**src/rtl/updown_counter_mod.sv**
```systemverilog
// Parametrised up/down counter over [MIN_VAL..MAX_VAL] with load, clear, wrap/saturate
// mode, enable prescaler, terminal-count pulse and bound flags.
module updown_counter_mod #(
    parameter int unsigned WIDTH    = 4,
    parameter int unsigned MIN_VAL  = 0,
    parameter int unsigned MAX_VAL  = (2 ** WIDTH) - 1,
    parameter int unsigned MODE     = 0,
    parameter int unsigned PRESCALE = 1
) (
    input  logic             clk,
    input  logic             rst,
    input  logic             clr,
    input  logic             ld,
    input  logic [WIDTH-1:0] ld_val,
    input  logic             en,
    input  logic             dir,
    output logic [WIDTH-1:0] count,
    output logic             tc,
    output logic             at_max,
    output logic             at_min
);

    localparam int unsigned PsW = (PRESCALE > 1) ? $clog2(PRESCALE) : 1;

    localparam logic [WIDTH:0]   MinExt = (WIDTH + 1)'(MIN_VAL);
    localparam logic [WIDTH:0]   MaxExt = (WIDTH + 1)'(MAX_VAL);
    localparam logic [WIDTH-1:0] MinCnt = WIDTH'(MIN_VAL);
    localparam logic [WIDTH-1:0] MaxCnt = WIDTH'(MAX_VAL);
    localparam logic [PsW-1:0]   PsLast = PsW'(PRESCALE - 1);

    logic [WIDTH-1:0] count_q, count_d;
    logic             tc_q, tc_d;
    logic [PsW-1:0]   ps_q, ps_d;

    // One extra bit keeps bound arithmetic free of wrap-around at 0 and 2**WIDTH-1.
    logic [WIDTH:0] count_ext;
    logic [WIDTH:0] ld_ext;

    assign count_ext = {1'b0, count_q};
    assign ld_ext    = {1'b0, ld_val};

    always_comb begin
        count_d = count_q;
        tc_d    = 1'b0;
        ps_d    = ps_q;
        if (clr) begin
            count_d = MinCnt;
            ps_d    = '0;
        end else if (ld) begin
            ps_d = '0;
            if (ld_ext > MaxExt) begin
                count_d = MaxCnt;
            end else if ((ld_ext + 1'b1) <= MinExt) begin
                count_d = MinCnt;
            end else begin
                count_d = ld_val;
            end
        end else if (en) begin
            if (ps_q != PsLast) begin
                ps_d = ps_q + 1'b1;
            end else begin
                ps_d = '0;
                if (dir) begin
                    if (count_ext == MaxExt) begin
                        if (MODE == 0) begin
                            count_d = MinCnt;
                            tc_d    = 1'b1;
                        end
                    end else begin
                        count_d = count_q + 1'b1;
                        // Saturate mode flags the step that arrives on the bound.
                        tc_d    = (MODE != 0) && ((count_ext + 1'b1) == MaxExt);
                    end
                end else begin
                    if (count_ext == MinExt) begin
                        if (MODE == 0) begin
                            count_d = MaxCnt;
                            tc_d    = 1'b1;
                        end
                    end else begin
                        count_d = count_q - 1'b1;
                        tc_d    = (MODE != 0) && ((count_ext - 1'b1) == MinExt);
                    end
                end
            end
        end
    end

    always_ff @(posedge clk or negedge rst) begin
        if (!rst) begin
            count_q <= MinCnt;
            tc_q    <= 1'b0;
            ps_q    <= '0;
        end else begin
            count_q <= count_d;
            tc_q    <= tc_d;
            ps_q    <= ps_d;
        end
    end

    assign count  = count_q;
    assign tc     = tc_q;
    assign at_max = (count_q == MaxCnt);
    assign at_min = (count_q == MinCnt);

endmodule

```
**config.mk**
```make
export PLATFORM = sky130hd
export DESIGN_NAME = updown_counter_mod
export DESIGN_NICKNAME = d
export VERILOG_FILES = /design/src/rtl/updown_counter_mod.sv
export SDC_FILE = /design/constraint.sdc
export NUM_CORES = 1
export LEC_CHECK = 0
export CORE_MARGIN = 2
export CORE_UTILIZATION = 29
export DETAILED_ROUTE_END_ITERATION = 16
export MAX_ROUTING_LAYER = met4
export PLACE_DENSITY_LB_ADDON = 0.08
export SLEW_MARGIN = 15
export SYNTH_ARGS = -nofsm -noshare
export SYNTH_HDL_FRONTEND = slang
export SYNTH_SLANG_ARGS = --single-unit
```
**constraint.sdc**
```tcl
create_clock -name clk -period 1.9 [get_ports clk]
set_input_delay 0.285 -clock clk [delete_from_list [all_inputs] [get_ports clk]]
set_output_delay 0.285 -clock clk [all_outputs]
set_load 0.02 [all_outputs]
```
=== After elaboration in Yosys (flattened, before gate mapping) ===
Index checks and enable logic that the tools add are counted.
Widths: inputs -> output; s select.

* Flip-flop bits (word level): 6
* Memory bits (writable): 0
* Memories: 0
* Latch bits: 0
* Output and inout port bits: 7
* ROM bits: 0

* Magnitude comparators: 2
* Reductions and logical operators: 4
* Shift-type cells: 0
* Multipliers: 0
* Add/subtract/negate cells: 4
* Div/mod/pow operators: 0
* Eq/ne operators: 2
* Bitwise operators: 0
* Multiplexer cells: 20

{| class="wikitable"
|+ Operator list
! cell !! count
|-
| $mux 4 || 9
|-
| $mux 1 || 11
|-
| $add 4x1->5 const B || 1
|-
| $le 5x1->1 const B || 1
|-
| $logic_not 5->1 || 1
|-
| $add 4x1->4 const B || 1
|-
| $eq 4x4->1 const B || 1
|-
| $gt 4x4->1 const B || 1
|-
| $logic_not 4->1 || 1
|-
| $sub 4x1->4 const B || 1
|-
| $ne 3x3->1 const B || 1
|-
| $reduce_bool 3->1 || 1
|-
| $reduce_and 2->1 || 1
|-
| $add 1x1->1 const B || 1
|}

=== Depth between registers and ports, before layout ===
Gate-level depths: netlist (run 1).

* Depth in word-level cells: 7
* Depth in mapped cells: 6

=== Worst setup path after synthesis (run 1) ===
Ideal clock, no wire load.

* Path kind: reg2reg
* Start point: register count_q[0] (netlist: count[0])
* End point: register tc_q (netlist: tc)
* Stages on the path, launching flop included: 6
* Path slack: 0.064 ns
* Library setup time: 0.105 ns
* Buffers on the path: 0
* Arrival time: 1.731 ns
* Period minus slack after synthesis: 1.836 ns
* Cell sequence: dfrtp_1 inv_2 ha_1 nor3b_1 mux2i_1 nor4b_1

* Longest elaborated chain between the ends: 7
* Elaborated cells on any way between the ends: 9
* Those cells by class: 1 x eq/ne; 7 x mux; 1 x reduce/logical

{| class="wikitable"
|+ Ends and longest elaborated chain
! element !! RTL line !! source
|-
| start, declared || 31 || <nowiki>logic [WIDTH-1:0] count_q, count_d;</nowiki>
|-
| start signal, assigned || 91 || <nowiki>count_q <= MinCnt;</nowiki>
|-
| start signal, assigned || 95 || <nowiki>count_q <= count_d;</nowiki>
|-
| $eq 4x4->1 or $logic_not 5->1 (tied branches) || 64, 75 ||
|-
| $mux 1, on equally long branches || 64, 75 ||
|-
| $mux 1 (*) || 63 || <nowiki>if (dir) begin</nowiki>
|-
| $mux 1 (*) || 59 || <nowiki>if (ps_q != PsLast) begin</nowiki>
|-
| $mux 1 (*) || 58 || <nowiki>end else if (en) begin</nowiki>
|-
| $mux 1 (*) || 49 || <nowiki>end else if (ld) begin</nowiki>
|-
| $mux 1 (*) || 46 || <nowiki>if (clr) begin</nowiki>
|-
| via tc_d || 32 || <nowiki>logic tc_q, tc_d;</nowiki>
|-
| end signal, assigned || 96 || <nowiki>tc_q <= tc_d;</nowiki>
|-
| end, declared || 32 ||
|}

Mark *: on every way through the listed nets, which the timed path passes. The rest lies on a longest branch.
A chain may end at the register's enable or synchronous reset.

=== Worst setup path after layout (run 1) ===
* Start point: register count_q[1] (netlist: count[1])
* End point: output at_max

* Longest elaborated chain between the ends: 1

{| class="wikitable"
|+ Ends and longest elaborated chain
! element !! RTL line !! source
|-
| $eq 4x4->1 || 103 || <nowiki>assign at_max = (count_q == MaxCnt);</nowiki>
|-
| end, declared || 19 || <nowiki>output logic at_max,</nowiki>
|}

No other way between the ends.

==> results of run 1 <==
[worst max-delay path, cell delays in order (launching register included)]
cell and delay, ns:
dfrtp_1 0.37, buf_4 0.15, ha_1 0.22, and3_1 0.20, dlygate4sd2_1 0.31
[worst max-delay path by stage]
stage	to	slack, ns	cells past startpoint
after floorplan	tc$_DFF_PN0_	0.06	5
after CTS	at_min	0.07	4
after global placement	at_min	0.08	4
after global routing	at_max	0.04	4
final	at_max	0.12	4
after detailed placement	at_min	0.04	4
[metrics by stage]
stage | instance area, um2 | util [%] | hold WS, ns | power, mW
after floorplan | 404.1 | - | -0.01059 | 0.1926
after global placement | 601.8 | 46.25 | 0.5359 | 0.2567
after detailed placement | 601.8 | 46.25 | 0.5423 | 0.2569
after CTS | 625.6 | 48.08 | 0.2806 | 0.3821
after global routing | 621.8 | 47.79 | 0.2884 | 0.4012
final | 621.8 | 47.79 | 0.2757 | 0.3757
[placed cells by master (no fill, tap or decap), types with 2 or more instances in the layout]
master,count
nor2_1,2
buf_4,4
clkdlybuf4s50_1,14
ha_1,2
inv_2,2
and3_1,2
mux2i_1,2
inv_1,3
clkbuf_4,3
nand2_1,4
o21ai_0,2
a21oi_1,6
dfrtp_1,5
[state kept, by name (all words and copies together), names as in the netlist]
signal  flops
count       4
tc          1
[kinds of logic after synthesis]
group	after synthesis
compound gates	15
simple gates	12
buf+inv	6
flops	5
mux	3
xor+xnor	2
fa+ha+maj	2
[layer usage]
| metal | up-vias | wire length, um |
|---|---|---|
| li1 | 213 | - |
| met1 | 189 | 531 |
| met2 | 11 | 485 |
| met3 | 0 | 31 |
| met4 | 0 | 0 |
| met5 | - | 0 |
[power groups by stage]
| stage | Sequential, mW | Combinational [mW] | Clock [mW] |
|---|---|---|---|
| finish | 0.123 | 0.130 | 0.123 |
| global route | 0.124 | 0.142 | 0.135 |
| CTS | 0.123 | 0.131 | 0.128 |
| detailed placement | 0.125 | 0.132 | 0 |
| global placement | 0.124 | 0.132 | 0 |
| floorplan | 0.135 | 0.0579 | 0 |
[timing repair]
| item | 4_1_cts | 5_1_grt |
|---|---|---|
| gates resized for setup | 2 | 3 |
| endpoints found under the setup margin | 2 | 1 |
| buffers inserted | 0 | 0 |
[cell type report]
| class | instances | area, um2 |
|---|---|---|
| multi-input combinational | 34 | 249.0 |
| timing repair buffer | 20 | 183.9 |
| sequential | 5 | 125.1 |
| fill | 151 | 679.4 |
| clock buffer | 4 | 26.28 |
| tap | 15 | 18.77 |
| inverter | 5 | 18.77 |
==> results by group, run 1 <==
Synthesis
  – Synth Area in Compound Gates: 26.63%
  – Yosys synthesis warning count: 0
  – Area share of and/or/nand/nor cells after synthesis: 16.72%
  – Register area share after synthesis: 30.96%
  – Number of synthesized register bits: 5
  – Post-Syn Area per Cell: 8.981 um2
  – Ys flop type: dfrtp_1
  – Syn Nets: 57
  – Multiplexer share of the synthesized area: 7.740%
  – Dominant cells by area after synthesis: dfrtp_1 (31%), a21oi_1 (7.4%), ha_1 (6.2%)
  – Post-Synthesis Cell Area: 404.1 um2
  – Largest family of logic cells by synthesized area: compound AO/OA/AOI/OAI gates
  – Ys async rst share: 100.0%
  – Post-synthesis cell count: 45
  – Post-synth cell types: 25
  – Most common cell in the netlist: a21oi_1
  – Synth cell count leaders: a21oi_1 (6), dfrtp_1 (5), nand2_1 (4)
  – Synth Area in Adders: 6.192%
  – Largest area contributor in the netlist: dfrtp_1
  – Synth top area share: 30.96%
  – EDFF count, synth: 0
  – Xor and xnor area share after synthesis: 4.334%

Clocking
  – CTS Root Cell: clkbuf_4
  – Max H-tree Level: 1
  – CTS buffer count: 3
  – Clock Pin Slew Worst Setup and Hold Paths: 0.04 ns
  – Clk_lat worst skew: 0.24 ns
  – CTS Hold Bufs: 0
  – CTS tree: built
  – Maximum clock path buffer count: 2
  – Clk sinks: 5

Global routing
  – Total grt overflow: 0
  – Global-route wire length before repair: 1.690 mm
  – Met3 Usage GRT: 1.596%
  – Grt met2 use: 25.78%
  – Total track usage: 16.25%
  – Vias in the first global route: 405
  – Initial antenna violation count: 0
  – Largest net degree at the start of global routing: 8
  – Busiest layer in global routing: met2
  – M1 GR Usage: 19.93%

STA
  – Final setup violation count: 0
  – Final period utilization: 93.88%
  – Clock period minus worst slack: 1.784 ns
  – Post-route worst setup slack: 0.1163 ns
  – Worst slew margin relative to its limit: 80.33%
  – Final Skew: 0.002599 ns
  – RSZ-0062 raised after global routing: no
  – Final hold violations: 0
  – Worst Max-Slew Pin Slew: 0.2942 ns
  – F_max: 560.6 MHz
  – Max Slew Vio Count: 0
  – Setup TNS: 0 ns

Final layout
  – Fraction of layout cells with a size suffix above 1: 19.12%
  – Final nets: 81
  – Number of antenna diodes: 0
  – Post-route insts no fill: 83
  – P&R area growth vs syn: 53.87%

Routing
  – Routed len/inst: 12.63 um
  – Vias/cell: 4.976
  – DRT Wirelength: 1.048 mm
  – 1st-pass router iterations: 3
  – Final ANT Viol Nets: 0
  – Drt initial violations: 5
  – DRC Markers: 0
  – Via count: 413

Placed design
  – Port bufs: 16
  – Cell Count Post-Placement: 79
  – Post-Place Setup Slack: 0.03730 ns
  – RD Place Congestion: 0.6870
  – DPL Wire Length: 838.5 um

Floorplan
  – Die area: 1708 um2
  – Starting density of the core: 31.06%
  – DIE HEIGHT: 41.33 um
  – Row count: 13
  – IO Pins: 17
  – Die Wd: 41.33 um
  – Core area: 1301 um2

Hold path
  – Hold Path Class: in -> async

Setup path
  – Worst R2R End: count[0]$_DFFE_PN0P_
  – WS Path Type: reg -> out
  – CP Launch Point: count[1]$_DFFE_PN0P_
  – R2r setup slk: 0.22 ns
  – Worst Setup Start Kind: flop
  – Critical path arrival: 1.50 ns
  – Worst r2r src: count[0]$_DFFE_PN0P_
  – R2R cell count: 6
  – Required @ worst endpoint: 1.62 ns
  – Worst-path maximum fanout: 5
  – Worst Setup End Kind: primary output

Pwr
  – Leakage: 0.2806 nW
  – Combinational cell fraction of total power: 34.5%
  – NetSw: 0.1152 mW
  – VDD IR-drop max: 346.9 uV
  – Int Power: 0.2606 mW
  – Sw Ratio: 30.65%
  – Cell Pwr Density: 604.2 nW/um2
  – Flop pwr share: 32.8%
  – Clk pwr share: 32.7%

Run
  – Max-cap viol count: 0

Outcome
  – Status: completed
(Power assumes the default switching activity.)
==> run 2: changes to the inputs <==
--- a/config.mk
+++ b/config.mk
@@ -8,6 +8,7 @@
 export CORE_MARGIN = 2
 export CORE_UTILIZATION = 29
 export DETAILED_ROUTE_END_ITERATION = 16
+export HOLD_SLACK_MARGIN = 0.1
 export MAX_ROUTING_LAYER = met4
 export PLACE_DENSITY_LB_ADDON = 0.08
 export SLEW_MARGIN = 15
==> results of run 2 <==
The final DEF is identical to that of run 1; final timing and power are the same.
==> run 3: changes to the inputs <==
==> constraint.sdc (replaced) <==
create_clock -name clk -period 1.9 [get_ports clk]
set_input_delay 0.38 -clock clk [delete_from_list [all_inputs] [get_ports clk]]
set_output_delay 0.38 -clock clk [all_outputs]
set_load 0.02 [all_outputs]
==> run 3 against run 2 <==
Register-to-register slack is essentially flat. Combinational power increased by 6%. Sequential power decreased by 3%. Worst hold slack better by 0.086 ns. Utilization rose by 1.8 points. Via count is 0.73% lower. Clock skew down 0.0012 ns. Setup slack lost 0.036 ns. Routed wire length decreased by 8.5%. Count of clock-buffer cells in the layout did not move. Critical endpoint unchanged. Largest cell class unchanged. Highest routed layer unchanged.
==> results by group, run 3 (synthesis results as in run 1) <==
Outcome
  – Status: completed (unchanged)

Routing
  – Drt initial violations: 8 (was 5)
  – Routed len/inst: 11.15 um (was 12.63 um)
  – Vias/cell: 4.767 (was 4.976)
  – Final ANT Viol Nets: 0 (unchanged)
  – 1st-pass router iterations: 3 (unchanged)
  – DRC Markers: 0 (unchanged)
  – Via count: 410 (was 413)
  – DRT Wirelength: 959 um (was 1.048 mm)

Placed design
  – Area after DPL: 624.3 um2 (was 601.8 um2)
  – DPL Wire Length: 760.2 um (was 838.5 um)
  – Post-Place Setup Slack: 0.03295 ns (was 0.03730 ns)
  – RD Place Congestion: 0.6422 (was 0.6870)
  – Port bufs: 16 (unchanged)

Final layout
  – P&R area growth vs syn: 59.75% (was 53.87%)
  – Final nets: 84 (was 81)
  – Most frequent cells in the layout: clkdlybuf4s50_1 (14), buf_4 (7), a21oi_1 (6) (was clkdlybuf4s50_1 (14), a21oi_1 (6), dfrtp_1 (5))
  – Fraction of layout cells with a size suffix above 1: 22.54% (was 19.12%)
  – Number of antenna diodes: 0 (unchanged)
  – Commonest non-fill, non-tap cell in the layout: clkdlybuf4s50_1 (unchanged)
  – Largest register FFs: 4 (unchanged)
  – Final Cell Area: 645.6 um2 (was 621.8 um2)
  – Fill cell count: 140 (was 151)

Global routing
  – Total grt overflow: 0 (unchanged)
  – Largest net degree at the start of global routing: 9 (was 8)
  – Vias in the first global route: 388 (was 405)
  – Global-route wire length before repair: 1.538 mm (was 1.690 mm)
  – Total track usage: 14.78% (was 16.25%)
  – Initial antenna violation count: 0 (unchanged)

Pwr
  – Int Power: 0.2660 mW (was 0.2606 mW)
  – NetSw: 0.1156 mW (was 0.1152 mW)
  – Sw Ratio: 30.30% (was 30.65%)
  – Clk pwr share: 32.7% (about the same)
  – Cell Pwr Density: 591.1 nW/um2 (was 604.2 nW/um2)
  – Leakage: 0.2921 nW (was 0.2806 nW)
  – Flop pwr share: 31.2% (was 32.8%)
  – VDD IR-drop max: 420.2 uV (was 346.9 uV)
  – Combinational cell fraction of total power: 36.1% (was 34.5%)
  – Overall power: 0.3816 mW (was 0.3757 mW)

Clocking
  – Clock Pin Slew Worst Setup and Hold Paths: 0.05 ns (was 0.04 ns)
  – Maximum clock path buffer count: 2 (unchanged)
  – CTS buffer count: 3 (unchanged)
  – CTS Root Cell: clkbuf_4 (unchanged)
  – Clk_lat worst skew: 0.24 ns (about the same)
  – CTS tree: built (unchanged)
  – Clk sinks: 5 (unchanged)
  – Max H-tree Level: 1 (unchanged)
  – Post-CTS Setup Inserts: 0 (unchanged)

Setup path
  – WS Path Type: reg -> out (unchanged)
  – Worst Setup Start Kind: flop (unchanged)
  – Worst R2R End: count[0]$_DFFE_PN0P_ (unchanged)
  – CP peak stage delay: 0.38 ns (was 0.37 ns)
  – R2R cell count: 7 (was 6)
  – Worst Setup End Kind: primary output (unchanged)
  – Required @ worst endpoint: 1.52 ns (was 1.62 ns)
  – Critical path's slowest cell: dfrtp_1 (unchanged)
  – Crit-path cells: buf_4, ha_1, and3_1, clkdlybuf4s15_1 (was buf_4, ha_1, and3_1, dlygate4sd2_1)
  – Worst-path maximum fanout: 2 (was 5)
  – Worst r2r src: count[1]$_DFFE_PN0P_ (was count[0]$_DFFE_PN0P_)
  – R2r setup slk: 0.22 ns (about the same)
  – Critical path arrival: 1.44 ns (was 1.50 ns)

STA
  – Worst slew margin relative to its limit: 80.51% (was 80.33%)
  – Final hold violations: 0 (unchanged)
  – Clock period minus worst slack: 1.820 ns (was 1.784 ns)
  – Final Skew: 0.001434 ns (was 0.002599 ns)
  – Final period utilization: 95.80% (was 93.88%)
  – Worst Max-Slew Pin Slew: 0.2898 ns (was 0.2942 ns)
  – Hold slack: 0.3620 ns (was 0.2757 ns)
  – Post-route worst setup slack: 0.07988 ns (was 0.1163 ns)
  – RSZ-0062 raised after global routing: no (unchanged)
  – Max Slew Vio Count: 0 (unchanged)
  – Setup TNS: 0 ns (unchanged)
  – F_max: 549.4 MHz (was 560.6 MHz)
  – Final setup violation count: 0 (unchanged)

Floorplan
  – Die area: 1708 um2 (unchanged)
  – IO Pins: 17 (unchanged)
  – Starting density of the core: 31.06% (unchanged)
  – DIE HEIGHT: 41.33 um (unchanged)
  – Die Wd: 41.33 um (unchanged)
  – Row count: 13 (unchanged)
  – Core area: 1301 um2 (unchanged)

Run
  – Max-cap viol count: 0 (unchanged)

Hold path
  – Hold Path Class: in -> async (unchanged)
[run 3: cell types whose count changed in the layout (fill, tap and decap cells not counted), sizes merged]
cell           change
buf                +3
clkdlybuf4s15      +1
dlygate4sd2        -1
[run 3: area by class of cell]
type	instances	area, um2	area share, %
Clock buffer	4	26.28	4.070
Inverter	5	18.77	2.907
Multi-Input combinational cell	34	249.0	38.57
Sequential cell	5	125.1	19.38
Tap cell	15	18.77	2.907
Timing Repair Buffer	23	207.7	32.17
[run 3: how the worst max path moves through the flow]
stage	end	slack, ns	from	depth (start not counted)
6_report	at_max	0.08	count[0]$_DFFE_PN0P_	4
3_3_place_gp	at_min	0.02	count[1]$_DFFE_PN0P_	4
3_5_place_dp	at_min	0.03	count[1]$_DFFE_PN0P_	4
2_1_floorplan	tc$_DFF_PN0_	0.06	count[0]$_DFFE_PN0P_	5
5_1_grt	count[0]	0.02	count[0]$_DFFE_PN0P_	3
4_1_cts	at_max	0.04	count[0]$_DFFE_PN0P_	4
[run 3: metal layers]
layer | track usage (%) | part of all wire [%]
met2 | 25.39 | 49
met5 | - | 0
met3 | 3.191 | 4.5
met4 | 7.258 | 0
met1 | 16.07 | 46
[run 3: repair_timing]
item,4_1_cts,5_1_grt
endpoints found under the setup margin,2,2
hold endpoints to repair,0,0
gates resized for setup,2,4
hold buffers,0,0
cloned,0,0
[run 3: stage by stage]
step / util (%) / instances
finish: 49.62 / 86
floorplan: - / 45
global route: 49.62 / 86
detailed placement: 47.98 / 82
global placement: 47.98 / 82
CTS: 49.81 / 86
[run 3: worst max-delay path, delay by kind of cell (launching register included)]
family | cells | cell delay (ns)
buffers and inverters | 2 | 0.42
flip-flops | 1 | 0.38
adder cells (fa/ha/maj) | 1 | 0.21
AND/OR/NAND/NOR | 1 | 0.19
[run 3: power groups by stage]
stage	sequential, mW	clock, mW	combinational, mW
2_1_floorplan	0.135	0	0.0579
3_3_place_gp	0.121	0	0.142
3_5_place_dp	0.121	0	0.141
4_1_cts	0.119	0.129	0.140
5_1_grt	0.121	0.133	0.152
6_report	0.119	0.125	0.138
